<file path="config.mk">
export PLATFORM = sky130hd
export DESIGN_NAME = ahb_apb_bridge_flat
export DESIGN_NICKNAME = d
export VERILOG_FILES = /design/src/rtl/ahb_apb_bridge_pkg.sv /design/src/rtl/ahb_apb_bridge_if.sv /design/src/rtl/ahb_apb_bridge.sv /design/src/flat_wrapper.sv
export SDC_FILE = /design/constraint.sdc
export NUM_CORES = 1
export LEC_CHECK = 0
export CAP_MARGIN = 30
export CELL_PAD_IN_SITES_DETAIL_PLACEMENT = 1
export CELL_PAD_IN_SITES_GLOBAL_PLACEMENT = 1
export CORE_ASPECT_RATIO = 0.6
export CORE_UTILIZATION = 24
export CTS_CLUSTER_DIAMETER = 60
export DETAILED_ROUTE_END_ITERATION = 10
export MAX_ROUTING_LAYER = met4
export PLACE_DENSITY = 0.88
export SLEW_MARGIN = 20
export SYNTH_ARGS = -nofsm -noshare
export SYNTH_HDL_FRONTEND = slang
export SYNTH_SLANG_ARGS = --single-unit
</file>
<file path="constraint.sdc">
create_clock -name hclk_i -period 5.75 [get_ports hclk_i]
set_clock_uncertainty 0.05 [all_clocks]
set_input_delay 1.4375 -clock hclk_i [delete_from_list [all_inputs] [get_ports hclk_i]]
set_output_delay 1.4375 -clock hclk_i [all_outputs]
set_load 0.03 [all_outputs]
</file>
<file path="src/rtl/ahb_apb_bridge_pkg.sv">
// Shared types, AHB encodings and address-phase helpers for the AHB-Lite to APB4 bridge.
package apb_bridge_pkg;

  typedef enum logic [2:0] {
    ST_IDLE,
    ST_SETUP,
    ST_ACCESS,
    ST_DONE,
    ST_ERR1,
    ST_ERR2
  } state_e;

  localparam logic [1:0] HTRANS_IDLE   = 2'b00;
  localparam logic [1:0] HTRANS_BUSY   = 2'b01;
  localparam logic [1:0] HTRANS_NONSEQ = 2'b10;
  localparam logic [1:0] HTRANS_SEQ    = 2'b11;

  localparam logic [2:0] HSIZE_BYTE = 3'd0;
  localparam logic [2:0] HSIZE_HALF = 3'd1;
  localparam logic [2:0] HSIZE_WORD = 3'd2;

  function automatic logic [3:0] gen_pstrb(input logic [2:0] hsize, input logic [1:0] addr);
    case (hsize)
      HSIZE_BYTE: gen_pstrb = 4'b0001 << addr;
      HSIZE_HALF: gen_pstrb = 4'b0011 << addr;
      default:    gen_pstrb = 4'b1111;
    endcase
  endfunction

  function automatic logic is_misaligned(input logic [2:0] hsize, input logic [1:0] addr);
    case (hsize)
      HSIZE_HALF: is_misaligned = addr[0];
      HSIZE_WORD: is_misaligned = (addr != 2'b00);
      default:    is_misaligned = 1'b0;
    endcase
  endfunction

endpackage

</file>
<file path="src/rtl/ahb_apb_bridge_if.sv">
// AHB-Lite slave port plus APB4 master port of the bridge, named from the bridge's point of view.
interface ahb_apb_bridge_if #(
  parameter int DATA_WIDTH     = 32,
  parameter int NUM_PSLV       = 4,
  parameter int PSLV_ADDR_BITS = 12
);

  logic                           hsel_i;
  logic [31:0]                    haddr_i;
  logic [1:0]                     htrans_i;
  logic                           hwrite_i;
  logic [2:0]                     hsize_i;
  logic [DATA_WIDTH-1:0]          hwdata_i;
  logic                           hready_i;
  logic                           hreadyout_o;
  logic [DATA_WIDTH-1:0]          hrdata_o;
  logic                           hresp_o;

  logic [NUM_PSLV-1:0]            psel_o;
  logic                           penable_o;
  logic [PSLV_ADDR_BITS-1:0]      paddr_o;
  logic                           pwrite_o;
  logic [DATA_WIDTH-1:0]          pwdata_o;
  logic [DATA_WIDTH/8-1:0]        pstrb_o;
  logic [NUM_PSLV*DATA_WIDTH-1:0] prdata_i;
  logic [NUM_PSLV-1:0]            pready_i;
  logic [NUM_PSLV-1:0]            pslverr_i;

  modport slave (
    input  hsel_i, haddr_i, htrans_i, hwrite_i, hsize_i, hwdata_i, hready_i,
    output hreadyout_o, hrdata_o, hresp_o,
    output psel_o, penable_o, paddr_o, pwrite_o, pwdata_o, pstrb_o,
    input  prdata_i, pready_i, pslverr_i
  );

  modport master (
    output hsel_i, haddr_i, htrans_i, hwrite_i, hsize_i, hwdata_i, hready_i,
    input  hreadyout_o, hrdata_o, hresp_o,
    input  psel_o, penable_o, paddr_o, pwrite_o, pwdata_o, pstrb_o,
    output prdata_i, pready_i, pslverr_i
  );

endinterface

</file>
<file path="src/rtl/ahb_apb_bridge.sv">
// AHB-Lite slave turning single peripheral-region transfers into APB4 transfers;
// decode faults and APB slave errors become a two-cycle AHB ERROR response.
module ahb_apb_bridge
  import apb_bridge_pkg::*;
#(
  parameter int DATA_WIDTH     = 32,
  parameter int NUM_PSLV       = 4,
  parameter int PSLV_ADDR_BITS = 12
) (
  input  logic             hclk_i,
  input  logic             hrst_i,
  ahb_apb_bridge_if.slave  bus
);

  localparam int IDX_W = 24 - PSLV_ADDR_BITS;

  state_e                    state_q;
  logic [NUM_PSLV-1:0]       psel_q;
  logic                      penable_q;
  logic [PSLV_ADDR_BITS-1:0] paddr_q;
  logic                      pwrite_q;
  logic [3:0]                pstrb_q;
  logic                      hreadyout_q;
  logic                      hresp_q;
  logic [DATA_WIDTH-1:0]     hrdata_q;

  logic [IDX_W-1:0]          addr_idx;
  logic                      accept;
  logic                      dec_err_d;
  logic [NUM_PSLV-1:0]       psel_d;
  logic [3:0]                pstrb_d;

  logic                      pready_sel;
  logic                      pslverr_sel;
  logic [DATA_WIDTH-1:0]     prdata_sel;

  logic                      unused_ok;

  assign addr_idx  = bus.haddr_i[23:PSLV_ADDR_BITS];
  assign accept    = bus.hsel_i && bus.hready_i && bus.htrans_i[1];
  assign dec_err_d = (32'(addr_idx) >= NUM_PSLV) || (bus.hsize_i > HSIZE_WORD) ||
                     is_misaligned(bus.hsize_i, bus.haddr_i[1:0]);
  assign psel_d    = NUM_PSLV'(1) << addr_idx;
  assign pstrb_d   = bus.hwrite_i ? gen_pstrb(bus.hsize_i, bus.haddr_i[1:0]) : 4'b0000;
  assign unused_ok = ^{bus.haddr_i[31:24], bus.htrans_i[0]};

  // psel_q is one-hot while a transfer is on APB and zero otherwise, so it doubles as the mux select.
  always_comb begin
    // NOTE: every always_comb output gets a default first so no path leaves it unassigned (no latch).
    pready_sel  = 1'b0;
    pslverr_sel = 1'b0;
    prdata_sel  = '0;
    for (int k = 0; k < NUM_PSLV; k++) begin
      if (psel_q[k]) begin
        pready_sel  = pready_sel  | bus.pready_i[k];
        pslverr_sel = pslverr_sel | bus.pslverr_i[k];
        prdata_sel  = prdata_sel  | bus.prdata_i[k*DATA_WIDTH +: DATA_WIDTH];
      end
    end
  end

  // NOTE: state is updated with non-blocking assignments so every register samples pre-edge values.
  always_ff @(posedge hclk_i or posedge hrst_i) begin
    if (hrst_i) begin
      state_q     <= ST_IDLE;
      psel_q      <= '0;
      penable_q   <= 1'b0;
      paddr_q     <= '0;
      pwrite_q    <= 1'b0;
      pstrb_q     <= 4'b0000;
      hreadyout_q <= 1'b1;
      hresp_q     <= 1'b0;
      hrdata_q    <= '0;
    end else begin
      case (state_q)
        ST_SETUP: begin
          penable_q <= 1'b1;
          state_q   <= ST_ACCESS;
        end
        ST_ACCESS: begin
          if (pready_sel) begin
            psel_q    <= '0;
            penable_q <= 1'b0;
            paddr_q   <= '0;
            pwrite_q  <= 1'b0;
            pstrb_q   <= 4'b0000;
            if (pslverr_sel) begin
              state_q <= ST_ERR1;
              hresp_q <= 1'b1;
            end else begin
              state_q     <= ST_DONE;
              hreadyout_q <= 1'b1;
              if (!pwrite_q) hrdata_q <= prdata_sel;
            end
          end
        end
        ST_ERR1: begin
          state_q     <= ST_ERR2;
          hreadyout_q <= 1'b1;
        end
        default: begin
          // IDLE, DONE and ERR2 all sit in a completed data phase and may take a new address.
          state_q     <= ST_IDLE;
          psel_q      <= '0;
          penable_q   <= 1'b0;
          paddr_q     <= '0;
          pwrite_q    <= 1'b0;
          pstrb_q     <= 4'b0000;
          hresp_q     <= 1'b0;
          hreadyout_q <= 1'b1;
          if (accept) begin
            hreadyout_q <= 1'b0;
            if (dec_err_d) begin
              state_q <= ST_ERR1;
              hresp_q <= 1'b1;
            end else begin
              state_q  <= ST_SETUP;
              psel_q   <= psel_d;
              paddr_q  <= bus.haddr_i[PSLV_ADDR_BITS-1:0];
              pwrite_q <= bus.hwrite_i;
              pstrb_q  <= pstrb_d;
            end
          end
        end
      endcase
    end
  end

  assign bus.hreadyout_o = hreadyout_q;
  assign bus.hresp_o     = hresp_q;
  assign bus.hrdata_o    = hrdata_q;
  assign bus.psel_o      = psel_q;
  assign bus.penable_o   = penable_q;
  assign bus.paddr_o     = paddr_q;
  assign bus.pwrite_o    = pwrite_q;
  assign bus.pstrb_o     = pstrb_q;
  assign bus.pwdata_o    = bus.hwdata_i;

endmodule
</file>
<file path="src/flat_wrapper.sv">
// flat-port wrapper written by rule: the top's interface ports become plain ports
module ahb_apb_bridge_flat import apb_bridge_pkg::*;
#(
  parameter int DATA_WIDTH     = 32,
  parameter int NUM_PSLV       = 4,
  parameter int PSLV_ADDR_BITS = 12
)
  (hclk_i, hrst_i, bus_hsel_i, bus_haddr_i, bus_htrans_i, bus_hwrite_i, bus_hsize_i, bus_hwdata_i, bus_hready_i, bus_hreadyout_o, bus_hrdata_o, bus_hresp_o, bus_psel_o, bus_penable_o, bus_paddr_o, bus_pwrite_o, bus_pwdata_o, bus_pstrb_o, bus_prdata_i, bus_pready_i, bus_pslverr_i);
  ahb_apb_bridge_if #(.DATA_WIDTH(DATA_WIDTH), .NUM_PSLV(NUM_PSLV), .PSLV_ADDR_BITS(PSLV_ADDR_BITS)) bus_i ();
  input  logic hclk_i;
  input  logic hrst_i;
  input wire logic [$bits(bus_i.hsel_i)-1:0] bus_hsel_i;
  input wire logic [$bits(bus_i.haddr_i)-1:0] bus_haddr_i;
  input wire logic [$bits(bus_i.htrans_i)-1:0] bus_htrans_i;
  input wire logic [$bits(bus_i.hwrite_i)-1:0] bus_hwrite_i;
  input wire logic [$bits(bus_i.hsize_i)-1:0] bus_hsize_i;
  input wire logic [$bits(bus_i.hwdata_i)-1:0] bus_hwdata_i;
  input wire logic [$bits(bus_i.hready_i)-1:0] bus_hready_i;
  output wire logic [$bits(bus_i.hreadyout_o)-1:0] bus_hreadyout_o;
  output wire logic [$bits(bus_i.hrdata_o)-1:0] bus_hrdata_o;
  output wire logic [$bits(bus_i.hresp_o)-1:0] bus_hresp_o;
  output wire logic [$bits(bus_i.psel_o)-1:0] bus_psel_o;
  output wire logic [$bits(bus_i.penable_o)-1:0] bus_penable_o;
  output wire logic [$bits(bus_i.paddr_o)-1:0] bus_paddr_o;
  output wire logic [$bits(bus_i.pwrite_o)-1:0] bus_pwrite_o;
  output wire logic [$bits(bus_i.pwdata_o)-1:0] bus_pwdata_o;
  output wire logic [$bits(bus_i.pstrb_o)-1:0] bus_pstrb_o;
  input wire logic [$bits(bus_i.prdata_i)-1:0] bus_prdata_i;
  input wire logic [$bits(bus_i.pready_i)-1:0] bus_pready_i;
  input wire logic [$bits(bus_i.pslverr_i)-1:0] bus_pslverr_i;
  assign bus_i.hsel_i = bus_hsel_i;
  assign bus_i.haddr_i = bus_haddr_i;
  assign bus_i.htrans_i = bus_htrans_i;
  assign bus_i.hwrite_i = bus_hwrite_i;
  assign bus_i.hsize_i = bus_hsize_i;
  assign bus_i.hwdata_i = bus_hwdata_i;
  assign bus_i.hready_i = bus_hready_i;
  assign bus_hreadyout_o = bus_i.hreadyout_o;
  assign bus_hrdata_o = bus_i.hrdata_o;
  assign bus_hresp_o = bus_i.hresp_o;
  assign bus_psel_o = bus_i.psel_o;
  assign bus_penable_o = bus_i.penable_o;
  assign bus_paddr_o = bus_i.paddr_o;
  assign bus_pwrite_o = bus_i.pwrite_o;
  assign bus_pwdata_o = bus_i.pwdata_o;
  assign bus_pstrb_o = bus_i.pstrb_o;
  assign bus_i.prdata_i = bus_prdata_i;
  assign bus_i.pready_i = bus_pready_i;
  assign bus_i.pslverr_i = bus_pslverr_i;
  ahb_apb_bridge #(.DATA_WIDTH(DATA_WIDTH), .NUM_PSLV(NUM_PSLV), .PSLV_ADDR_BITS(PSLV_ADDR_BITS)) u_core (.hclk_i(hclk_i), .hrst_i(hrst_i), .bus(bus_i));
endmodule
</file>
After elaboration in Yosys (flattened, before gate mapping) --
Cells that the tools add are included.
Word-level totals: bits in registers 59, bits of input ports 210, output and inout bits 88, word-level logic and storage cells 93
Cells by class: $lt $le $gt $ge 2, equality and inequality tests 8, shift-type cells 3, multiplexer cells 45, bitwise operators 14, reduce and logical (&&, ||, !) cells 12
Operator list (count):
- two-way mux 32 bit | 4
- OR 32 bit | 3
- two-way mux 12 bit | 3
- two-way mux 4 bit | 6
- case mux 12 bit (2 select lines) | 1
- case mux 4 bit (2 select lines) | 3
- two-way mux 1 bit | 18
- greater-or-equal comparator 12 x 3 -> 1 bit (second input constant) | 1
- two-way mux 3 bit | 4
- left shift 1 x 12 -> 4 bit (first input constant) | 1
- case mux 3 bit (3 select lines) | 1
- == test 3 x 1 -> 1 bit (second input constant) | 2
- == test 3 x 2 -> 1 bit (second input constant) | 2
- OR 1 bit | 6
- case mux 1 bit (2 select lines) | 3
- case mux 1 bit (3 select lines) | 2
- AND reduction 3 bit | 2
- inverter 1 bit | 5
- inequality test 2 x 1 -> 1 bit (second input constant) | 2
- AND reduction 2 bit | 2
- AND reduction 4 bit | 1
- left shift 1 x 2 -> 4 bit (first input constant) | 1
- left shift 2 x 2 -> 4 bit (first input constant) | 1
- == test 3 bit (second input constant) | 1
- 7 further kinds | 9

Logic depth before layout (Yosys ltp) --
Gate-level depths: netlist of the first run.
word-level depth 10, depth in mapped cells 7

Worst setup path after synthesis of the first run --
OpenSTA, ideal clock, no wires.
path type input -> output, start point input port bus_hwdata_i[0], end point output port bus_pwdata_o[0], arrival time 1.583 ns, required time 4.263 ns, slack 2.680 ns, stages on the path 1, buffers on the path 1, cells stage by stage buf_4
RTL lines:
- start, declared | line flat_wrapper.sv:17 | input wire logic [$bits(bus_i.hwdata_i)-1:0] bus_hwdata_i;
- end, declared | line flat_wrapper.sv:26 | output wire logic [$bits(bus_i.pwdata_o)-1:0] bus_pwdata_o;
No word-level cell between the ends.

Worst setup path after layout of the first run --
start point register u_core.psel_q[2] (netlist: u_core.bus.psel_o[2]), end point output port bus_psel_o[2]
RTL lines:
- start, declared | line ahb_apb_bridge.sv:18 | logic [NUM_PSLV-1:0] psel_q;
- start signal, assigned | line ahb_apb_bridge.sv:118 | psel_q <= psel_d;
- end, declared | line flat_wrapper.sv:22 | output wire logic [$bits(bus_i.psel_o)-1:0] bus_psel_o;
No word-level cell between the ends.

==> results_dict.tcl, run 1 <==
set metrics [dict create \
    status "completed" \
    relSlewSlack_pct 35.6 \
    crit_fanout 23 \
    wl_per_cell_um 18.8 \
    startpoint_type "register" \
    place_congestion 0.811 \
    synth-main-ff-cell "dfrtp_1" \
    cp_slowest_stage_delay_ps 970 \
    nets 718 \
    final_cell_mix "224 x clkdlybuf4s50_1, 68 x a22oi_1, 58 x dfrtp_1" \
    hold_viol_final 0 \
    start_util_pct 25.1 \
    wirelength_um 13300 \
    num_vias 3418 \
    die_height_um 95.5 \
    max_slew.worst_pin.slew_ps 966 \
    netlist.area_leader.share_pct 41.5 \
    grt_pass1_wl_um 19700 \
    ys_async_sr_fraction_pct 100 \
    cts_setup_buffers 0 \
    die_w_um 158 \
    layout_commonest_cell "clkdlybuf4s50_1" \
    cts.sink_count 59 \
    ant_nets 0 \
    routedLengthMet1_um 5570 \
    rows 33 \
    grt_antenna_before_repair 0 \
    dp_hpwl_um 10100 \
    cp-end-kind "output port" \
    grt_overflow 0 \
    dr_wl_met3_um 816 \
    syn_inst 325 \
    cts.hold.buffers_added 0 \
    cts_resized 0 \
    ys_ff_latch 59 \
    nFillCells 1549 \
    ys_warn_count 0 \
    io_pins 298 \
    setup_violations 0 \
    fmax_mhz 256 \
    synth_cell_types 36 \
    post-route-util_pct 42.8 \
    ir_worst_vdd_mv 0.111 \
    yosys-top-cells-area "dfrtp_1 42%, a22oi_1 15%, mux2_4 13%, buf_4 6.9%, nand2_1 4.0%" \
    final_layout_size_suffix_gt1_share_pct 12.1 \
    antenna_cells 0 \
    grt_max_degree 60 \
    tns_ps 0 \
    worstSetupPathType "reg -> out" \
    powerDensity_mw_per_mm2 223 \
    dr_wl_met2_um 6700 \
    path_cells "buf_4, clkdlybuf4s50_1" \
    synth_nets 535 \
    area_growth_pct 70.4 \
    cts_buffer_depth 2 \
    synthesis.area_mm2 0.00350 \
    highest-signal-layer "met4" \
    cpMaxStageDelayCell "dfrtp_1" \
    cap_violations 0 \
    post-route-period-util_pct 68.0 \
    ys_seq_area_share_pct 42.3 \
    slew_violations 0 \
    clk_pin_slew_worst_paths_ps 50 \
    fp.coreArea_mm2 0.0139 \
    insertion_delay_ps 320 \
    io_buffer_count 224 \
    syn_avg_cell_area_um2 10.8 \
    grt_pass1_vias 3719 \
    hold_path.class "reg -> reg" \
    cts_buffers 9 \
    die_area_mm2 0.0151 \
    synth-edff-count 0 \
    grt_usage_pct 18.0 \
    finalCriticalPeriod_ps 3910 \
    p_leak_uw 0.00259 \
    worstPathRequired_ps 4260 \
    first_pass_iters 4 \
    drtIter0Drc 97 \
    drc_errors 0 \
    post_drt_via_cell_ratio 4.85 \
    rsz0062_at_grt "no" \
    worstPathArrival_ps 2420 \
    yosysTopAreaCell "dfrtp_1" \
    cts_root_buffer "clkbuf_16" \
    h-tree-depth 3 \
    cts_tree "built" \
]
## registers in the layout (all words and copies together) (netlist names)
name and cells:
u_core.bus.psel_o 4, u_core.state_q 3, u_core.bus.hreadyout_o 1, u_core.bus.hresp_o 1, u_core.bus.pstrb_o 4, u_core.bus.pwrite_o 1
u_core.bus.hrdata_o 32, u_core.bus.paddr_o 12, u_core.bus.penable_o 1
## path summary, 6_finish.rpt
kind	startpoint	endpoint	slack, ps	depth (start not counted)
max in group asynchronous	hrst_i	u_core.bus.hrdata_o[15]$_DFFE_PP0P_	3510	3
min in group asynchronous	hrst_i	u_core.bus.paddr_o[5]$_DFFE_PP0P_	1620	3
worst min register to register	u_core.bus.pstrb_o[3]$_DFFE_PP0P_	u_core.bus.pstrb_o[3]$_DFFE_PP0P_	440	1
worst max register to register	u_core.bus.psel_o[2]$_DFFE_PP0P_	u_core.bus.hrdata_o[15]$_DFFE_PP0P_	2460	5
worst max-delay path	u_core.bus.psel_o[2]$_DFFE_PP0P_	bus_psel_o[2]	1840	2
worst min-delay path	u_core.bus.pstrb_o[3]$_DFFE_PP0P_	u_core.bus.pstrb_o[3]$_DFFE_PP0P_	440	1
## area by class of cell
class	count	area, um^2	area share [%]
clock buffer	9	225	3.78
tap	192	240	4.03
timing repair buffer	231	2290	38.5
sequential	59	1480	24.8
clock inverter	7	101	1.70
inverter	2	7.51	0.126
multi-input combinational	205	1610	27.0
## synth_stat cells, types with 2 or more instances
cell	instances
buf_12	3
dfrtp_1	58
nor2_1	4
mux2_4	30
clkbuf_1	22
a22oi_1	68
o22ai_1	2
inv_1	2
nor4_1	2
o21ai_0	6
mux2_2	3
nor2b_1	4
buf_6	2
nand2_1	37
a22o_1	15
buf_4	32
a21oi_1	5
a32o_1	6
a31oi_1	2
nor3_1	6
## critical path, delay by kind of cell (launching register included)
family,cells,cell delay (ps)
buffers and inverters,2,1120
flip-flops,1,970
## stage by stage
step | hold slack, ps | total power (uW) | instance area [um^2] | setup slack (ps) | std cells
after floorplan | 548 | 636 | 3500 | 2680 | 325
after global placement | 427 | 739 | 5630 | 1640 | 689
after detailed placement | 434 | 756 | 5630 | 1550 | 689
after CTS | 446 | 1350 | 5960 | 1840 | 705
after global routing | 473 | 1400 | 5960 | 1750 | 705
final | 440 | 1330 | 5960 | 1840 | 705
## logic make-up after synthesis
logic type | after synthesis | synth area share (%)
flops | 59 | 42.3
compound gates | 110 | 23.8
buf+inv | 61 | 11.8
mux | 33 | 13.9
xor+xnor | 1 | 0.251
simple gates | 61 | 8.02
## power by group
group	leakage (uW)	switching, uW	total, uW	internal, uW
Combinational	0.00162	131	297	166
Sequential	0.000815	23.5	453	430
Clock	0.000152	199	581	382
Total	0.00259	353	1330	977
## layer usage
| metal | global-route usage (%) | up-vias |
|---|---|---|
| li1 | - | 1558 |
| met1 | 20.0 | 1713 |
| met2 | 31.6 | 131 |
| met3 | 5.05 | 16 |
| met4 | 5.42 | 0 |
| met5 | - | - |
Power figures use the tool's default switching activity.
==> run 2: changes to the inputs <==
--- a/config.mk
+++ b/config.mk
@@ -9,11 +9,11 @@
 export CELL_PAD_IN_SITES_DETAIL_PLACEMENT = 1
 export CELL_PAD_IN_SITES_GLOBAL_PLACEMENT = 1
 export CORE_ASPECT_RATIO = 0.6
-export CORE_UTILIZATION = 24
+export CORE_UTILIZATION = 22
 export CTS_CLUSTER_DIAMETER = 60
 export DETAILED_ROUTE_END_ITERATION = 10
 export MAX_ROUTING_LAYER = met4
-export PLACE_DENSITY = 0.88
+export PLACE_DENSITY = 0.81
 export SLEW_MARGIN = 20
 export SYNTH_ARGS = -nofsm -noshare
 export SYNTH_HDL_FRONTEND = slang
==> constraint.sdc (replaced) <==
create_clock -name hclk_i -period 3.7 [get_ports hclk_i]
set_clock_uncertainty 0.05 [all_clocks]
set_input_delay 0.925 -clock hclk_i [delete_from_list [all_inputs] [get_ports hclk_i]]
set_output_delay 0.925 -clock hclk_i [all_outputs]
set_load 0.03 [all_outputs]
==> run 2 against run 1 <==
Register-to-register slack got worse by 1200 ps. Final area up 0.88%. Worst hold slack improved by 12 ps. Sequential power increased by 55%. Clock-buffer cell count increased by 2. Sequential cell count unchanged. Global-route usage shrank 1.5 points. Highest routed layer unchanged. Largest power group unchanged. Clock power increased by 67%. Routed wire length shrank 1.1%. Setup slack worse by 1200 ps. Via count down 0.85%. Non-clock buffer count up 3.
==> results_dict.tcl, run 2 (synthesized netlist as in run 1, its figures left out) <==
set metrics [dict create \
    status "completed" \
    worstPathRequired_ps 2720 \
    routedLengthMet1_um 5870 \
    p_total_uw 2160 \
    rr_worst_depth 5 \
    combinationalPowerShare_pct 22.3 \
    area_growth_pct 71.9 \
    grt_max_degree 30 \
    dr_wl_met2_um 6270 \
    swShare_pct 25.3 \
    path_depth 2 \
    fin_cells 719 \
    multiInputGateArea_mm2 0.00161 \
    post_drt_via_cell_ratio 4.71 \
    intPower_uw 1610 \
    dp_hpwl_um 10200 \
    insertion_delay_ps 320 \
    place_congestion 0.795 \
    cts_setup_buffers 0 \
    cpMaxStageDelayCell "clkdlybuf4s50_1" \
    num_vias 3389 \
    grt_usage_pct 16.5 \
    cp-end-kind "output port" \
    drc_errors 0 \
    slew_violations 0 \
    die_height_um 99.6 \
    seqCellArea_mm2 0.00148 \
    die_w_um 165 \
    hold_viol_final 0 \
    place_inst 703 \
    r2r-end "u_core.bus.hrdata_o[11]$_DFFE_PP0P_" \
    startpoint_type "register" \
    clk_pin_slew_worst_paths_ps 60 \
    start_util_pct 22.7 \
    cts_tree "built" \
    fp.coreArea_mm2 0.0154 \
    hold_path.class "reg -> reg" \
    io_buffer_count 224 \
    path_cells "buf_4, clkdlybuf4s50_1" \
    drtIter0Drc 118 \
    cts_buffer_depth 2 \
    setup_violations 0 \
    worstReg2RegStart "u_core.bus.psel_o[2]$_DFFE_PP0P_" \
    final_cell_mix "224 x clkdlybuf4s50_1, 68 x a22oi_1, 58 x dfrtp_1" \
    h-tree-depth 3 \
    nFillCells 1719 \
    crit_fanout 29 \
    rsz0062_at_grt "no" \
    cap_violations 0 \
    io_pins 298 \
    setup.worst_path.start "u_core.bus.psel_o[3]$_DFFE_PP0P_" \
    antenna_cells 0 \
    cts_root_buffer "clkbuf_16" \
    dr_wl_met3_um 914 \
    cts.sink_count 59 \
    highest-signal-layer "met4" \
    cts.hold.buffers_added 0 \
    r2r_slack_ps 1230 \
    p_seq_share_pct 32.6 \
    ir_worst_vdd_mv 0.196 \
    tns_ps 0 \
    path_buf_inv 2 \
    post-route-period-util_pct 81.4 \
    endpoint "bus_psel_o[3]" \
    final_layout_size_suffix_gt1_share_pct 12.4 \
    max_slew.worst_pin.slew_ps 612 \
    fmax_mhz 332 \
    wl_per_cell_um 18.3 \
    clockPowerShare_pct 45.1 \
    grt_pass1_wl_um 19900 \
    switchingPower_uw 546 \
    die_area_mm2 0.0164 \
    cts_resized 0 \
    nets 721 \
    largest_register_ffs 32 \
    powerDensity_mw_per_mm2 359 \
    ant_nets 0 \
    grt_overflow 0 \
    cts_buffers 9 \
    rows 35 \
    cp_slowest_stage_delay_ps 760 \
    p_leak_uw 0.00262 \
    worstPathArrival_ps 2040 \
    relSlewSlack_pct 59.2 \
    path_delay_family "buffers and inverters" \
    grt_pass1_vias 3633 \
    worstSetupPathType "reg -> out" \
    first_pass_iters 4 \
    grt_antenna_before_repair 0 \
    layout_commonest_cell "clkdlybuf4s50_1" \
    wirelength_um 13100 \
    finalCriticalPeriod_ps 3010 \
]
[run 2: how the worst min path moves through the flow]
stage | slack [ps] | cells after the start | end | start
floorplan | 550 | 1 | u_core.bus.hreadyout_o$_DFFE_PP1P_ | u_core.bus.hreadyout_o$_DFFE_PP1P_
global placement | 430 | 1 | u_core.bus.pstrb_o[3]$_DFFE_PP0P_ | u_core.bus.pstrb_o[3]$_DFFE_PP0P_
detailed placement | 440 | 1 | u_core.bus.paddr_o[5]$_DFFE_PP0P_ | u_core.bus.paddr_o[5]$_DFFE_PP0P_
CTS | 450 | 1 | u_core.bus.paddr_o[5]$_DFFE_PP0P_ | u_core.bus.paddr_o[5]$_DFFE_PP0P_
global route | 470 | 1 | u_core.bus.paddr_o[10]$_DFFE_PP0P_ | u_core.bus.paddr_o[10]$_DFFE_PP0P_
finish | 450 | 1 | u_core.bus.paddr_o[5]$_DFFE_PP0P_ | u_core.bus.paddr_o[5]$_DFFE_PP0P_
[run 2: stage by stage]
| step | setup slack [ps] | hold WS [ps] | cell area, um^2 | util (%) |
|---|---|---|---|---|
| after global placement | 518 | 434 | 5670 | 36.8 |
| after floorplan | 1240 | 548 | 3500 | - |
| final | 690 | 452 | 6010 | 39.0 |
| after global routing | 600 | 465 | 6010 | 39.0 |
| after detailed placement | 481 | 435 | 5670 | 36.8 |
| after CTS | 655 | 454 | 6010 | 39.0 |
[run 2: final cells by class]
type | instances | share of cell area [%]
clock buffer | 11 | 4.04
clock inverter | 5 | 1.67
inverter | 2 | 0.125
multi-input combinational | 205 | 26.8
sequential | 59 | 24.6
tap | 203 | 4.23
timing repair buffer | 234 | 38.6
[run 2: power by group through the flow]
stage | combinational, uW | sequential (uW) | clock [uW]
2_1_floorplan | 286 | 703 | 0
3_3_place_gp | 455 | 710 | 0
3_5_place_dp | 477 | 714 | 0
4_1_cts | 480 | 703 | 1000
5_1_grt | 514 | 707 | 1020
6_report | 481 | 703 | 972
[run 2: metal layers]
metal / up-vias / GRT usage [%]
met5: - / -
met4: 0 / 3.39
met3: 6 / 5.00
met2: 141 / 26.4
met1: 1675 / 20.5
li1: 1567 / -
